===== config.mk =====
export PLATFORM = sky130hd
export DESIGN_NAME = scan_cfg_loader
export DESIGN_NICKNAME = d
export VERILOG_FILES = /design/src/rtl/scan_cfg_pkg.sv /design/src/rtl/scan_cfg_serializer.sv /design/src/rtl/scan_cfg_loader.sv
export SDC_FILE = /design/constraint.sdc
export NUM_CORES = 1
export LEC_CHECK = 0
export CAP_MARGIN = 20
export CORE_MARGIN = 5
export CORE_UTILIZATION = 40
export DETAILED_ROUTE_END_ITERATION = 7
export GPL_TIMING_DRIVEN = 0
export PLACE_DENSITY = 0.67
export SLEW_MARGIN = 20
export SYNTH_ARGS = -nofsm -noshare
export SYNTH_HDL_FRONTEND = slang
export SYNTH_HIERARCHICAL = 1
export SYNTH_SLANG_ARGS = --single-unit

===== constraint.sdc =====
create_clock -name clk -period 2.4 [get_ports clk]
set_clock_uncertainty 0.1 [all_clocks]
set_input_delay 0.48 -clock clk [delete_from_list [all_inputs] [get_ports clk]]
set_output_delay 0.48 -clock clk [all_outputs]
set_load 0.01 [all_outputs]

===== src/rtl/scan_cfg_pkg.sv =====
// Shared definitions for the scan-chain configuration loader: FSM state encoding and
// word-count helper.
package scan_cfg_pkg;

  typedef enum logic [2:0] {
    ST_IDLE   = 3'd0,
    ST_LOAD   = 3'd1,
    ST_SHIFT  = 3'd2,
    ST_DONE   = 3'd3,
    ST_VERIFY = 3'd4
  } state_e;

  // Number of bitstream words needed to cover the chain, i.e. ceil(chain_len / word_width).
  function automatic int unsigned word_count(input int unsigned chain_len,
                                             input int unsigned word_width);
    return (chain_len + word_width - 1) / word_width;
  endfunction

endpackage


===== src/rtl/scan_cfg_serializer.sv =====
// Word buffer for the scan loader: captures one bitstream word and presents it LSB-first,
// flagging the last bit of the word.
module scan_cfg_serializer
  import scan_cfg_pkg::*;
#(
  parameter int unsigned WORD_WIDTH = 8
) (
  input  logic                  clk,
  input  logic                  rst,
  input  logic                  load,
  input  logic                  shift,
  input  logic [WORD_WIDTH-1:0] data,
  output logic                  ser_bit,
  output logic                  last_bit
);

  localparam int unsigned WB_W = (WORD_WIDTH > 1) ? $clog2(WORD_WIDTH) : 1;

  logic [WORD_WIDTH-1:0] word_q;
  logic [WB_W-1:0]       word_bit_q;

  always_ff @(posedge clk or posedge rst) begin
    if (rst) begin
      word_q     <= '0;
      word_bit_q <= '0;
    end else if (load) begin
      word_q     <= data;
      word_bit_q <= '0;
    end else if (shift) begin
      word_q     <= word_q >> 1;
      word_bit_q <= word_bit_q + WB_W'(1);
    end
  end

  assign ser_bit  = word_q[0];
  assign last_bit = (word_bit_q == WB_W'(WORD_WIDTH - 1));

endmodule


===== src/rtl/scan_cfg_loader.sv =====
// Scan-chain configuration loader: serialises bitstream words onto the fabric chain.
// Define SCAN_CFG_VERIFY_EN to add a parity-checked recirculating readback pass.
module scan_cfg_loader
  import scan_cfg_pkg::*;
#(
  parameter int unsigned CHAIN_LEN  = 64,
  parameter int unsigned WORD_WIDTH = 8,
  parameter int unsigned CNT_WIDTH  = 16
) (
  input  logic                  clk,
  input  logic                  rst,
  input  logic                  start,
  input  logic                  abort,
  input  logic [WORD_WIDTH-1:0] cfg_data,
  input  logic                  cfg_valid,
  output logic                  cfg_ready,
  output logic                  scan_out,
  output logic                  scan_en,
  input  logic                  scan_ret,
  output logic                  busy,
  output logic                  done,
  output logic                  error
);

  if (CHAIN_LEN < 1 || CHAIN_LEN >= (2 ** CNT_WIDTH)) begin : g_param_check
    $error("scan_cfg_loader: CHAIN_LEN must be >= 1 and < 2**CNT_WIDTH");
  end

  state_e               state_q;
  logic [CNT_WIDTH-1:0] bit_cnt_q;
  logic                 cfg_ready_q;
  logic                 scan_en_q;
  logic                 busy_q;
  logic                 done_q;
  logic                 ser_load;
  logic                 ser_shift;
  logic                 ser_bit;
  logic                 last_bit;
  logic                 cnt_last;

  // abort wins over a same-cycle handshake, so the word is left unconsumed.
  assign ser_load  = (state_q == ST_LOAD) && cfg_valid && !abort;
  assign ser_shift = (state_q == ST_SHIFT);
  assign cnt_last  = (bit_cnt_q == CNT_WIDTH'(CHAIN_LEN - 1));

  scan_cfg_serializer #(
    .WORD_WIDTH(WORD_WIDTH)
  ) u_serializer (
    .clk     (clk),
    .rst     (rst),
    .load    (ser_load),
    .shift   (ser_shift),
    .data    (cfg_data),
    .ser_bit (ser_bit),
    .last_bit(last_bit)
  );

`ifdef SCAN_CFG_VERIFY_EN
  logic error_q;
  logic parity_in_q;
  logic parity_ret_q;
`else
  logic unused_scan_ret;
  assign unused_scan_ret = scan_ret;
`endif

  always_ff @(posedge clk or posedge rst) begin
    if (rst) begin
      state_q     <= ST_IDLE;
      bit_cnt_q   <= '0;
      cfg_ready_q <= 1'b0;
      scan_en_q   <= 1'b0;
      busy_q      <= 1'b0;
      done_q      <= 1'b0;
`ifdef SCAN_CFG_VERIFY_EN
      error_q     <= 1'b0;
`endif
    end else if (abort) begin
      state_q     <= ST_IDLE;
      bit_cnt_q   <= '0;
      cfg_ready_q <= 1'b0;
      scan_en_q   <= 1'b0;
      busy_q      <= 1'b0;
      done_q      <= 1'b0;
`ifdef SCAN_CFG_VERIFY_EN
      error_q     <= 1'b0;
`endif
    end else begin
      unique case (state_q)
        ST_IDLE, ST_DONE: begin
          if (start) begin
            state_q     <= ST_LOAD;
            bit_cnt_q   <= '0;
            cfg_ready_q <= 1'b1;
            busy_q      <= 1'b1;
            done_q      <= 1'b0;
`ifdef SCAN_CFG_VERIFY_EN
            error_q     <= 1'b0;
`endif
          end
        end
        ST_LOAD: begin
          if (cfg_valid) begin
            state_q     <= ST_SHIFT;
            cfg_ready_q <= 1'b0;
            scan_en_q   <= 1'b1;
          end
        end
        ST_SHIFT: begin
          if (cnt_last) begin
            // Any bits left in a partial last word are dropped here.
`ifdef SCAN_CFG_VERIFY_EN
            state_q   <= ST_VERIFY;
            bit_cnt_q <= '0;
`else
            state_q   <= ST_DONE;
            bit_cnt_q <= bit_cnt_q + CNT_WIDTH'(1);
            scan_en_q <= 1'b0;
            busy_q    <= 1'b0;
            done_q    <= 1'b1;
`endif
          end else if (last_bit) begin
            state_q     <= ST_LOAD;
            bit_cnt_q   <= bit_cnt_q + CNT_WIDTH'(1);
            scan_en_q   <= 1'b0;
            cfg_ready_q <= 1'b1;
          end else begin
            bit_cnt_q <= bit_cnt_q + CNT_WIDTH'(1);
          end
        end
`ifdef SCAN_CFG_VERIFY_EN
        ST_VERIFY: begin
          bit_cnt_q <= bit_cnt_q + CNT_WIDTH'(1);
          if (cnt_last) begin
            state_q   <= ST_DONE;
            scan_en_q <= 1'b0;
            busy_q    <= 1'b0;
            done_q    <= 1'b1;
            // Fold in the final returned bit, which the parity register has not seen yet.
            error_q   <= parity_in_q ^ parity_ret_q ^ scan_ret;
          end
        end
`endif
        default: begin
          state_q     <= ST_IDLE;
          cfg_ready_q <= 1'b0;
          scan_en_q   <= 1'b0;
          busy_q      <= 1'b0;
          done_q      <= 1'b0;
        end
      endcase
    end
  end

`ifdef SCAN_CFG_VERIFY_EN
  always_ff @(posedge clk or posedge rst) begin
    if (rst) begin
      parity_in_q  <= 1'b0;
      parity_ret_q <= 1'b0;
    end else if (state_q == ST_SHIFT) begin
      parity_in_q <= parity_in_q ^ ser_bit;
    end else if (state_q == ST_VERIFY) begin
      parity_ret_q <= parity_ret_q ^ scan_ret;
    end else if (state_q != ST_LOAD) begin
      parity_in_q  <= 1'b0;
      parity_ret_q <= 1'b0;
    end
  end

  assign error = error_q;
`else
  assign error = 1'b0;
`endif

  // scan_out is decoded from the state so it is low whenever scan_en is low.
  always_comb begin
    scan_out = 1'b0;
    if (state_q == ST_SHIFT) begin
      scan_out = ser_bit;
    end
`ifdef SCAN_CFG_VERIFY_EN
    else if (state_q == ST_VERIFY) begin
      scan_out = scan_ret;
    end
`endif
  end

  assign cfg_ready = cfg_ready_q;
  assign scan_en   = scan_en_q;
  assign busy      = busy_q;
  assign done      = done_q;

endmodule


# Word-level counts from Yosys, hierarchy flattened
# Index checks and enable logic that the tools add are counted.
word_totals:
  elab_cells: 67
  out_inout_bits: 6
  ff_bits: 34
  input_bits: 14
classes:
  n_eq_ne: 13
  n_mux: 32
  reduce_logical: 12
  add_sub_neg: 2
op_table:
  columns: ["op", "n"]
  rows:
  - ["$mux W16", 2]
  - ["$pmux W16 S2", 1]
  - ["$mux W3", 7]
  - ["$add A16 B1 Y16 const B", 1]
  - ["$eq A16 B6 Y1 const B", 1]
  - ["$mux W8", 2]
  - ["$mux W1", 15]
  - ["$pmux W1 S3", 4]
  - ["$ne A3 B3 Y1 const B", 3]
  - ["$pmux W3 S3", 1]
  - ["$reduce_and A3 Y1", 3]
  - ["$eq A3 B2 Y1 const B", 2]
  - ["$ne A3 B2 Y1 const B", 2]
  - ["$ne A2 B2 Y1 const B", 2]
  - ["$ne A4 B2 Y1 const B", 1]
  - ["$reduce_and A4 Y1", 1]
  - ["$add A3 B1 Y3 const B", 1]
  - ["$eq A3 B1 Y1 const B", 1]
  - ["$eq A3 B3 Y1 const B", 1]
  - ["$logic_not A3 Y1", 1]
  - ["$reduce_bool A3 Y1", 1]
  - ["$logic_and A1 B1 Y1", 2]
  - ["$reduce_and A2 Y1", 1]
  - ["$reduce_bool A2 Y1", 1]
  - ["2 further kinds", 2]

# Logic depth before layout (Yosys ltp)
# Gate-level depths: netlist (run 1).
logic_depth:
  word_depth: 5
  mapped_depth: 9
  depth_no_buf: 7

# By module
# The synthesis (run 1) kept the hierarchy.
modules_own_cells:
  columns: ["mod", "seq_area_each_um2", "area_each_um2", "cells_per_inst", "instances"]
  rows:
  - ["scan_cfg_loader", 550.5, 1297.5, 145, 1]
  - ["scan_cfg_serializer", 275.3, 514.2, 47, 1]

# Least setup slack after synthesis (run 1)
# Ideal clock, no wire load.
synth_path:
  path_kind: "register to register"
  startpoint: "reg state_q[0]"
  endpoint: "reg bit_cnt_q[6]"
  setup_ps: 121
  stages_incl_launch_ff: 8
  t_arrival_ps: 1771
  t_required_ps: 2179
  period_less_slack_ps: 1992
  setup_slack_ps: 408
  cell_sequence: "dfrtp_1 > inv_1 > ha_1 > clkbuf_2 > mux2_2 > nor2_1 > nor2_1 > a22o_1"
synth_between:
  elab_chain_cells: 4
  elab_cells_between_ends: 9
  classes_between: "eq/ne (3); mux (2); reduce/logical (4)"
synth_rtl:
  columns: ["element", "line_no", "text"]
  rows:
  - ["start: declaration", "scan_cfg_loader.sv:29", "state_e state_q;"]
  - ["start signal: assignment", "scan_cfg_loader.sv:69", "state_q <= ST_IDLE;"]
  - ["start signal: assignment", "scan_cfg_loader.sv:79", "state_q <= ST_IDLE;"]
  - ["start signal: assignment", "scan_cfg_loader.sv:92", "state_q <= ST_LOAD;"]
  - ["$eq A3 B2 Y1 or $logic_not A3 Y1 (tied branches)", "scan_cfg_loader.sv:89", "unique case (state_q)"]
  - ["$reduce_or A2 Y1", "scan_cfg_loader.sv:89", null]
  - ["$pmux W16 S2, or another cell as far along", "scan_cfg_loader.sv:89", null]
  - ["$mux W16 or $reduce_and A2 Y1 (tied branches)", null, null]
  - ["end signal: assignment", "scan_cfg_loader.sv:117", "bit_cnt_q <= bit_cnt_q + CNT_WIDTH'(1);"]
  - ["end signal: assignment", "scan_cfg_loader.sv:124", "bit_cnt_q <= bit_cnt_q + CNT_WIDTH'(1);"]
  - ["end signal: assignment", "scan_cfg_loader.sv:128", "bit_cnt_q <= bit_cnt_q + CNT_WIDTH'(1);"]
  - ["end: declaration", "scan_cfg_loader.sv:30", "logic [CNT_WIDTH-1:0] bit_cnt_q;"]
# Several ways; a longest one is shown, not always the timed one.
# A chain may end at the register's enable or synchronous reset.

# Worst setup path after layout (run 1)
layout_path:
  startpoint: "reg state_q[0]"
  endpoint: "out scan_out"
layout_between:
  elab_chain_cells: 2
layout_rtl:
  columns: ["element", "line_no", "text"]
  rows:
  - ["$eq A3 B2 Y1", null, null]
  - ["named net ser_shift", "scan_cfg_loader.sv:36", "logic ser_shift;"]
  - ["$mux W1", "scan_cfg_loader.sv:178", "if (state_q == ST_SHIFT) begin"]
  - ["end: declaration", "scan_cfg_loader.sv:17", "output logic scan_out,"]
# The timed path passes the listed nets, and every way through them passes these cells.

==> flow_summary.json, run 1 <==
{
  "grt_use_met1_pct": 18.4,
  "clkPwrFrac_pct": 21.2,
  "globalplace.congestion": 0.797,
  "numPortBuffers": 17,
  "initial_utilization_pct": 41.3,
  "instances_no_fill": 267,
  "power_mw": 1.95,
  "ctsRootBufferMaster": "clkbuf_8",
  "drt_iter0_markers": 50,
  "critical_path_required_ns": 1.82,
  "syn_area_sq_mm": 0.00181,
  "powerDensity_mw_per_mm2": 907,
  "ant_nets": 0,
  "grt_first_pass_wirelength_mm": 6.23,
  "switchingPower_mw": 0.678,
  "synth-compound-area-share_pct": 11.9,
  "grt_pass1_vias": 1315,
  "dpl.hpwl_mm": 2.58,
  "synth_ff_type": "dfrtp_1",
  "synth_xor_area_share_pct": 3.38,
  "maxCapViolCount": 0,
  "cp_top_family": "buffers and inverters",
  "yosysWarnings": 6,
  "placed_cells": 261,
  "postPlaceCellArea_sq_mm": 0.00205,
  "synth_edf_count": 0,
  "firstDrtPassIters": 4,
  "die-area_sq_mm": 0.00598,
  "post_drt_wl_per_cell_um": 13.5,
  "coreArea_sq_mm": 0.00438,
  "diodes": 0,
  "clk_latency_ns": 0.28,
  "grt_antenna_before_repair": 0,
  "clock_tree.htree_level_count": 2,
  "stdcell_area_sq_mm": 0.00215,
  "routed_wl_mm": 3.62,
  "synth_mux_area_share_pct": 7.94,
  "ys_seq_area_share_pct": 45.6,
  "busiest_layer": "met1",
  "drcViolationCount": 0,
  "yosys-top-cells-area": "dfrtp_1 (46%), mux2i_1 (6.1%), nor2_1 (5.2%), ha_1 (4.1%), nand2_1 (4.1%)",
  "drv_slew": 0,
  "worstPathCellList": "inv_1, ha_4, and2_1, clkdlybuf4s50_1",
  "cp-end-kind": "output port",
  "fin_crit_sh_pct": 95.0,
  "tightest_slew_ns": 0.864,
  "startpoint_type": "register",
  "fp.dieH_um": 77.3,
  "vias": 1373,
  "clkTransAtPathRegs_ns": 0.06,
  "timing.hold.ws_ns": 0.398,
  "synth_top_cell_by_area": "dfrtp_1",
  "power.internal_mw": 1.27,
  "seqPwrFrac_pct": 39.4,
  "clk_path_buf_depth": 2,
  "vias_per_cell": 5.14,
  "status": "finished clean",
  "synthesis.nets": 212,
  "slew_headroom_pct": 42.4,
  "die_w_um": 77.3,
  "vdd_drop_max_uv": 478,
  "synth_seq_cells": 33,
  "met2_usage_pct": 18.2,
  "tns_ns": 0,
  "rsz0062_at_grt": "false",
  "hold_buffers": 0,
  "cp_slowest_stage_delay_ns": 0.53,
  "synth_top_area_share_pct": 45.6,
  "synth_most_common_cell": "dfrtp_1",
  "crit_fanout": 9,
  "synth_simple_gate_area_share_pct": 22.7,
  "rrSetupSlack_ns": 0.21,
  "hold_viol": 0,
  "ioPinCount": 20,
  "slowest_stage": "clkdlybuf4s50_1",
  "area_growth_pct": 18.5,
  "min_period_ns": 2.28,
  "postSynthCellCount": 192,
  "synth_cell_types": 40,
  "synth_top_family_by_area": "simple AND/OR/NAND/NOR gates",
  "synthAdderAreaFrac_pct": 4.14,
  "crit_arrival_ns": 1.70,
  "grt-ovfl-total": 0,
  "grt_max_degree": 23,
  "clkSinkCount": 33,
  "fmax_mhz": 439,
  "synth_commonest_cells": "dfrtp_1 (33), nor2_1 (25), nand2_1 (20)",
  "avgSynthCellArea_sq_um": 9.44,
  "comb_power_share_pct": 39.4,
  "met3_usage_pct": 3.28,
  "synthArstFlopShare_pct": 100,
  "tritoncts": "done",
  "switching_share_pct": 34.9,
  "cts-buffers-inserted": 5,
  "grt_use_total_pct": 12.8,
  "layout-drive-gt1-share_pct": 10.2,
  "fp-row-count": 24,
  "fill_cells": 413,
  "setup.worst_path.class": "reg -> out",
  "p_leak_nw": 0.929,
  "cp_num_buf_inv": 2,
  "hp-class": "reg -> reg",
  "finalSetupViolCount": 0,
  "final_nets": 235
}
## path summary, 6_finish.rpt
check	startpoint	endpoint	depth (start not counted)
max in group asynchronous	rst	bit_cnt_q[1]$_DFFE_PP0P_	2
min	cfg_ready$_DFFE_PP0P_	cfg_ready$_DFFE_PP0P_	1
max reg2reg	state_q[0]$_DFFE_PP0P_	bit_cnt_q[15]$_DFFE_PP0P_	8
min in group asynchronous	rst	u_serializer/word_q[2]$_DFFE_PP0P_	2
max	state_q[0]$_DFFE_PP0P_	scan_out	4
min reg2reg	cfg_ready$_DFFE_PP0P_	cfg_ready$_DFFE_PP0P_	1
## final cells by class
cell class	instances	area (sq um)	share of cell area, %
Multi-Input combinational cell	144	928	43.2
Sequential cell	33	826	38.5
Timing Repair Buffer	17	170	7.93
Clock buffer	7	86.3	4.02
Tap cell	52	65.1	3.03
Buffer	7	45.0	2.10
Inverter	7	26.3	1.22
## timing repair
action	CTS	global route
endpoints found under the setup margin	2	13
gates resized for setup	1	3
setup buffers	0	0
## worst register-to-register path: stages, from the launching register on
cell and delay (ns):
dfrtp_1 0.41, inv_1 0.12, ha_4 0.21, clkbuf_2 0.16, mux2_2 0.28, o2111ai_2 0.21, nor4_2 0.36, xnor2_1 0.15
nor2_1 0.05
## power by group through the flow
stage	combinational (mW)	sequential (mW)	clock [mW]
after detailed placement	0.736	0.769	0
after floorplan	0.552	0.759	0
after global routing	0.869	0.785	0.455
final	0.767	0.766	0.414
after CTS	0.741	0.761	0.429
after global placement	0.723	0.766	0
## cell usage in the layout (no fill, tap or decap), types with 6 or more instances in the layout
| cell type | count |
|---|---|
| dfrtp_1 | 33 |
| nand2_1 | 20 |
| a21oi_1 | 6 |
| clkbuf_8 | 6 |
| mux2i_1 | 11 |
| o21ai_1 | 8 |
| nor2_1 | 24 |
| o21ai_0 | 11 |
| inv_1 | 7 |
| clkdlybuf4s50_1 | 17 |
## through the flow
step	util, %	setup WS, ns
6_report	49.0	0.121
4_1_cts	48.6	0.0638
2_1_floorplan	-	0.408
5_1_grt	49.0	0.0290
3_5_place_dp	46.7	-0.333
3_3_place_gp	46.7	-0.346
## state kept, by name (all words and copies together) (netlist names)
register                 cells
bit_cnt_q                   16
busy                         1
scan_en                      1
u_serializer/word_bit_q      3
u_serializer/word_q          8
done                         1
state_q                      2
cfg_ready                    1
## metal layers
metal | vias to the layer above | wire length, um
li1 | 712 | -
met2 | 18 | 1500
met3 | 2 | 133
met4 | 0 | 40
met5 | - | 0
met1 | 641 | 1940
## cell families after synthesis
logic type / after synthesis
AOI/OAI and AO/OA: 36
muxes: 14
and+or+nand+nor: 80
xor gates and xnor gates: 7
adders and majority gates: 6
DFF: 33
other: 1
buffers and inverters: 15
Note: power is estimated with default switching activity, not from simulation.
==> run 2: changes to the inputs <==
--- a/config.mk
+++ b/config.mk
@@ -8,9 +8,11 @@
 export CAP_MARGIN = 20
 export CORE_MARGIN = 5
 export CORE_UTILIZATION = 40
+export CTS_BUF_LIST = sky130_fd_sc_hd__clkbuf_2 sky130_fd_sc_hd__clkbuf_4 sky130_fd_sc_hd__clkbuf_8
 export DETAILED_ROUTE_END_ITERATION = 7
 export GPL_TIMING_DRIVEN = 0
-export PLACE_DENSITY = 0.67
+export PLACE_DENSITY = 0.64
+export SKIP_CTS_REPAIR_TIMING = 1
 export SLEW_MARGIN = 20
 export SYNTH_ARGS = -nofsm -noshare
 export SYNTH_HDL_FRONTEND = slang
==> flow_summary.json, run 2 (synthesized netlist as in run 1, its figures left out) <==
{
  "fin_crit_sh_pct": 95.1,
  "grt_pass1_vias": 1307,
  "post_drt_wl_per_cell_um": 13.1,
  "setup.worst_path.class": "reg -> out",
  "crit_start": "state_q[0]$_DFFE_PP0P_",
  "slew_headroom_pct": 41.8,
  "clk_latency_ns": 0.29,
  "fp-row-count": 24,
  "regMostFlops": "bit_cnt_q",
  "reg2reg_to": "bit_cnt_q[15]$_DFFE_PP0P_",
  "startpoint_type": "register",
  "placed_cells": 261,
  "highest_layer": "met4",
  "wl_met2_mm": 1.56,
  "clkSinkCount": 33,
  "status": "finished clean",
  "grt_use_total_pct": 12.8,
  "layout_commonest_cell": "dfrtp_1",
  "dpl.hpwl_mm": 2.53,
  "worstPathCellList": "inv_1, ha_4, and2_1, clkdlybuf4s50_1",
  "firstDrtPassIters": 4,
  "ioPinCount": 20,
  "powerDensity_mw_per_mm2": 944,
  "rrSetupSlack_ns": 0.22,
  "maxCapViolCount": 0,
  "vias_per_cell": 5.19,
  "largest_reg_flops": 16,
  "power_mw": 2.06,
  "critPathCapture": "scan_out",
  "area_growth_pct": 20.6,
  "ant_nets": 0,
  "grt_max_degree": 23,
  "hp-class": "reg -> reg",
  "final_nets": 235,
  "clkTransAtPathRegs_ns": 0.07,
  "vdd_drop_max_uv": 399,
  "slowest_stage": "clkdlybuf4s50_1",
  "tightest_slew_ns": 0.872,
  "tritoncts": "done",
  "vias": 1392,
  "globalplace.congestion": 0.785,
  "min_period_ns": 2.28,
  "p_leak_nw": 0.942,
  "numPortBuffers": 17,
  "hold_viol": 0,
  "layout-drive-gt1-share_pct": 11.6,
  "tns_ns": 0,
  "cp_top_family": "buffers and inverters",
  "cp-end-kind": "output port",
  "cp_slowest_stage_delay_ns": 0.53,
  "reg_top3": "bit_cnt_q: 16 flops, u_serializer/word_q: 8 flops, u_serializer/word_bit_q: 3 flops",
  "instances_no_fill": 268,
  "ff2ff_path_depth": 8,
  "drv_slew": 0,
  "drt_iter0_markers": 69,
  "grt-ovfl-total": 0,
  "routed-wl-met3_um": 127,
  "rsz0062_at_grt": "false",
  "diodes": 0,
  "final_cell_mix": "dfrtp_1 (33), nor2_1 (24), nand2_1 (20)",
  "wirelength_met1_mm": 1.74,
  "fill_cells": 425,
  "coreArea_sq_mm": 0.00438,
  "clk_path_buf_depth": 2,
  "cts-buffers-inserted": 5,
  "die-area_sq_mm": 0.00598,
  "initial_utilization_pct": 41.3,
  "cp_num_buf_inv": 2,
  "grt_first_pass_wirelength_mm": 6.17,
  "crit_fanout": 9,
  "clock_tree.htree_level_count": 2,
  "r2r_start": "state_q[0]$_DFFE_PP0P_",
  "fmax_mhz": 438,
  "crit_arrival_ns": 1.70,
  "ctsRootBufferMaster": "clkbuf_8",
  "routed_wl_mm": 3.50,
  "fp.dieH_um": 77.3,
  "drcViolationCount": 0,
  "critical_path_required_ns": 1.82,
  "grt_antenna_before_repair": 0,
  "path_depth": 4,
  "die_w_um": 77.3,
  "finalSetupViolCount": 0
}
-- run 2: power by group --
part           switching [mW]  internal, mW  leakage [nW]  total, mW
Sequential             0.0780         0.683         0.440      0.761
Combinational           0.397         0.352         0.445      0.749
Clock                   0.214         0.337        0.0574      0.552
-- run 2: worst min path at each step --
stage | startpoint | end | slack (ns) | cells after the start
floorplan | rst | u_serializer/word_bit_q[0]$_DFFE_PP0P_ | 0.23 | 1
finish | cfg_ready$_DFFE_PP0P_ | cfg_ready$_DFFE_PP0P_ | 0.39 | 1
CTS | cfg_ready$_DFFE_PP0P_ | cfg_ready$_DFFE_PP0P_ | 0.40 | 1
global route | cfg_ready$_DFFE_PP0P_ | cfg_ready$_DFFE_PP0P_ | 0.43 | 1
global placement | cfg_ready$_DFFE_PP0P_ | cfg_ready$_DFFE_PP0P_ | 0.38 | 1
detailed placement | cfg_ready$_DFFE_PP0P_ | cfg_ready$_DFFE_PP0P_ | 0.38 | 1
-- run 2: through the flow --
step / setup WS (ns) / cell area, sq um / utilization, % / hold WS, ns
2_1_floorplan: 0.408 / 1810 / - / 0.232
3_3_place_gp: -0.292 / 2050 / 46.7 / 0.378
3_5_place_dp: -0.290 / 2050 / 46.7 / 0.379
4_1_cts: -0.0743 / 2170 / 49.4 / 0.396
5_1_grt: 0.0302 / 2180 / 49.8 / 0.433
6_report: 0.117 / 2180 / 49.8 / 0.391
-- run 2: layer usage --
layer / vias up / global-route usage, %
met3: 7 / 3.75
met4: 0 / 5.67
met5: - / 0
met2: 20 / 19.3
met1: 659 / 17.0
li1: 706 / -
-- run 2: layout make-up --
class	count	area (sq um)	share of cell area, %
plain buffers	7	45.0	2.06
inverters	7	26.3	1.20
clock buffers	6	82.6	3.78
flip-flops and latches	33	826	37.8
well taps	52	65.1	2.98
repair buffers	17	170	7.79
multi-input cells	144	932	42.7
clock inverters	2	37.5	1.72
==> run 3: changes to the inputs <==
--- a/config.mk
+++ b/config.mk
@@ -5,6 +5,8 @@
 export SDC_FILE = /design/constraint.sdc
 export NUM_CORES = 1
 export LEC_CHECK = 0
+export ABC_AREA = 1
+export ABC_CLOCK_PERIOD_IN_PS = 2400
 export CAP_MARGIN = 20
 export CORE_MARGIN = 5
 export CORE_UTILIZATION = 40
==> flow_summary.json, run 3 <==
{
  "fp-row-count": 25,
  "crit_arrival_ns": 1.75,
  "synthesis.nets": 275,
  "grt_first_pass_wirelength_mm": 6.82,
  "layout-drive-gt1-share_pct": 10.8,
  "drt_iter0_markers": 90,
  "grt_pass1_vias": 1595,
  "grt_max_degree": 23,
  "avgSynthCellArea_sq_um": 7.48,
  "grt_use_total_pct": 14.0,
  "maxCapViolCount": 0,
  "fmax_mhz": 430,
  "ctsRootBufferMaster": "clkbuf_8",
  "tritoncts": "done",
  "hold_viol": 0,
  "synthArstFlopShare_pct": 100,
  "diodes": 0,
  "comb_power_share_pct": 39.3,
  "die_w_um": 79.0,
  "clk_path_buf_depth": 2,
  "crit_fanout": 5,
  "syn_area_sq_mm": 0.00191,
  "yosysWarnings": 6,
  "clk_latency_ns": 0.29,
  "vias_per_cell": 4.94,
  "regMostFlops": "bit_cnt_q",
  "multiInputGateArea_sq_um": 913,
  "fill_cells": 470,
  "synth_simple_gate_area_share_pct": 38.2,
  "slew_headroom_pct": 41.0,
  "area_growth_pct": 16.5,
  "synth_xor_area_share_pct": 0,
  "critical_path_required_ns": 1.82,
  "synth_most_common_cell": "nand2_1",
  "status": "finished clean",
  "clock_tree.htree_level_count": 2,
  "vias": 1644,
  "power_mw": 1.93,
  "ioPinCount": 20,
  "finalSetupViolCount": 0,
  "clkTransAtPathRegs_ns": 0.07,
  "synth_seq_cells": 33,
  "fin_crit_sh_pct": 96.9,
  "fp.dieH_um": 79.0,
  "yosys-top-cells-area": "dfrtp_1 (43%), nand2_1 (14%), nand3_1 (8.9%), nor2_1 (6.1%), inv_1 (5.5%)",
  "postSynthCellCount": 255,
  "power.internal_mw": 1.18,
  "clkPwrFrac_pct": 22.1,
  "routed_wl_mm": 3.77,
  "switchingPower_mw": 0.752,
  "synthAdderAreaFrac_pct": 3.94,
  "synth_top_cell_by_area": "dfrtp_1",
  "min_period_ns": 2.33,
  "die-area_sq_mm": 0.00625,
  "globalplace.congestion": 0.907,
  "tightest_slew_ns": 0.883,
  "grt-ovfl-total": 0,
  "largest_reg_flops": 16,
  "synth_ff_type": "dfrtp_1",
  "reg_top3": "bit_cnt_q: 16 flops, u_serializer/word_q: 8 flops, u_serializer/word_bit_q: 3 flops",
  "coreArea_sq_mm": 0.00466,
  "firstDrtPassIters": 4,
  "seqPwrFrac_pct": 38.6,
  "numPortBuffers": 16,
  "synth_top_family_by_area": "simple AND/OR/NAND/NOR gates",
  "synth_mux_area_share_pct": 0,
  "post_drt_wl_per_cell_um": 11.3,
  "drv_slew": 0,
  "startpoint_type": "register",
  "layout_commonest_cell": "nand2_1",
  "final_nets": 298,
  "grt_antenna_before_repair": 0,
  "switching_share_pct": 38.9,
  "synth_commonest_cells": "nand2_1 (71), nand3_1 (34), dfrtp_1 (33)",
  "ant_nets": 0,
  "final_cell_mix": "nand2_1 (71), nand3_1 (34), dfrtp_1 (33)",
  "tns_ns": 0,
  "rsz0062_at_grt": "false",
  "initial_utilization_pct": 40.9,
  "powerDensity_mw_per_mm2": 871,
  "clkSinkCount": 33,
  "cp-end-kind": "output port",
  "drcViolationCount": 0,
  "seqCellArea_sq_um": 826,
  "synth_edf_count": 0,
  "synth_cell_types": 24,
  "cts-buffers-inserted": 5,
  "setup.worst_path.class": "reg -> out",
  "hp-class": "reg -> reg",
  "ys_seq_area_share_pct": 43.3,
  "p_leak_nw": 1.07,
  "synth_top_area_share_pct": 43.3,
  "dpl.hpwl_mm": 2.79,
  "synth-compound-area-share_pct": 5.58,
  "vdd_drop_max_uv": 409
}
[run 3: changes by cell type after synthesis, moves of 4 or more]
cell | previous run | this run
nand2_1 | 20 | 71
nand3_1 | 5 | 34
inv_1 | 7 | 28
mux2i_1 | 11 | 0
nor2_1 | 25 | 31
o21ai_0 | 11 | 5
nand2b_1 | 5 | 0
nor2_4 | 0 | 5
nand2_2 | 0 | 4
o21ai_1 | 8 | 4
xor2_1 | 4 | 0
[run 3: cells by family after synthesis]
| kind of cell | Yosys count |
|---|---|
| AO/OA/AOI/OAI | 20 |
| adder cells (fa/ha/maj) | 6 |
| buffers and inverters | 36 |
| flip-flops | 33 |
| other | 1 |
| AND/OR/NAND/NOR | 159 |
[run 3: layout make-up]
cell class | instances | share of cell area (%)
Inverter | 31 | 5.35
Clock buffer | 6 | 3.44
Clock inverter | 2 | 0.451
Tap cell | 54 | 3.04
Sequential cell | 33 | 37.2
Multi-Input combinational cell | 186 | 41.1
Timing Repair Buffer | 16 | 7.21
Buffer | 5 | 2.20
[run 3: through the flow]
stage          util (%)  hold slack (ns)  instances  cell area, sq um  setup slack [ns]
6_report           47.7            0.375        333              2220            0.0747
5_1_grt            47.7            0.407        333              2220          0.000576
4_1_cts            47.7            0.379        333              2220            0.0510
3_5_place_dp       45.8            0.361        325              2130             0.374
3_3_place_gp       45.8            0.359        325              2130             0.380
2_1_floorplan         -            0.232        255              1910             0.772
[run 3: final timing paths]
kind | depth (start not counted) | to | slack (ns) | start
worst min register to register | 2 | busy$_DFFE_PP0P_ | 0.37 | busy$_DFFE_PP0P_
worst max-delay path | 5 | scan_out | 0.07 | state_q[0]$_DFFE_PP0P_
min in group asynchronous | 2 | u_serializer/word_q[5]$_DFFE_PP0P_ | 0.40 | rst
worst min-delay path | 2 | busy$_DFFE_PP0P_ | 0.37 | busy$_DFFE_PP0P_
worst max register to register | 10 | state_q[0]$_DFFE_PP0P_ | 0.57 | state_q[0]$_DFFE_PP0P_
max in group asynchronous | 2 | bit_cnt_q[10]$_DFFE_PP0P_ | 1.06 | rst
[run 3: worst max-delay path, stage by stage, from the launching register on]
cell and delay [ns]:
dfrtp_1 0.41, inv_1 0.07, ha_1 0.29, nand2_1 0.09
inv_1 0.06, clkdlybuf4s50_1 0.53
[run 3: metal layers]
metal / wire length, um / part of all wire [%] / track usage (%)
met3: 121 / 3.2 / 3.06
met1: 1870 / 50 / 17.9
met5: 0 / 0 / 0
met4: 51 / 1.4 / 7.90
met2: 1730 / 46 / 21.6
[run 3: power groups by stage]
| stage | Clock [mW] | Sequential [mW] | Combinational (mW) |
|---|---|---|---|
| detailed placement | 0 | 0.754 | 0.771 |
| floorplan | 0 | 0.758 | 0.557 |
| CTS | 0.441 | 0.746 | 0.770 |
| global route | 0.471 | 0.765 | 0.871 |
| finish | 0.427 | 0.747 | 0.760 |
| global placement | 0 | 0.755 | 0.763 |
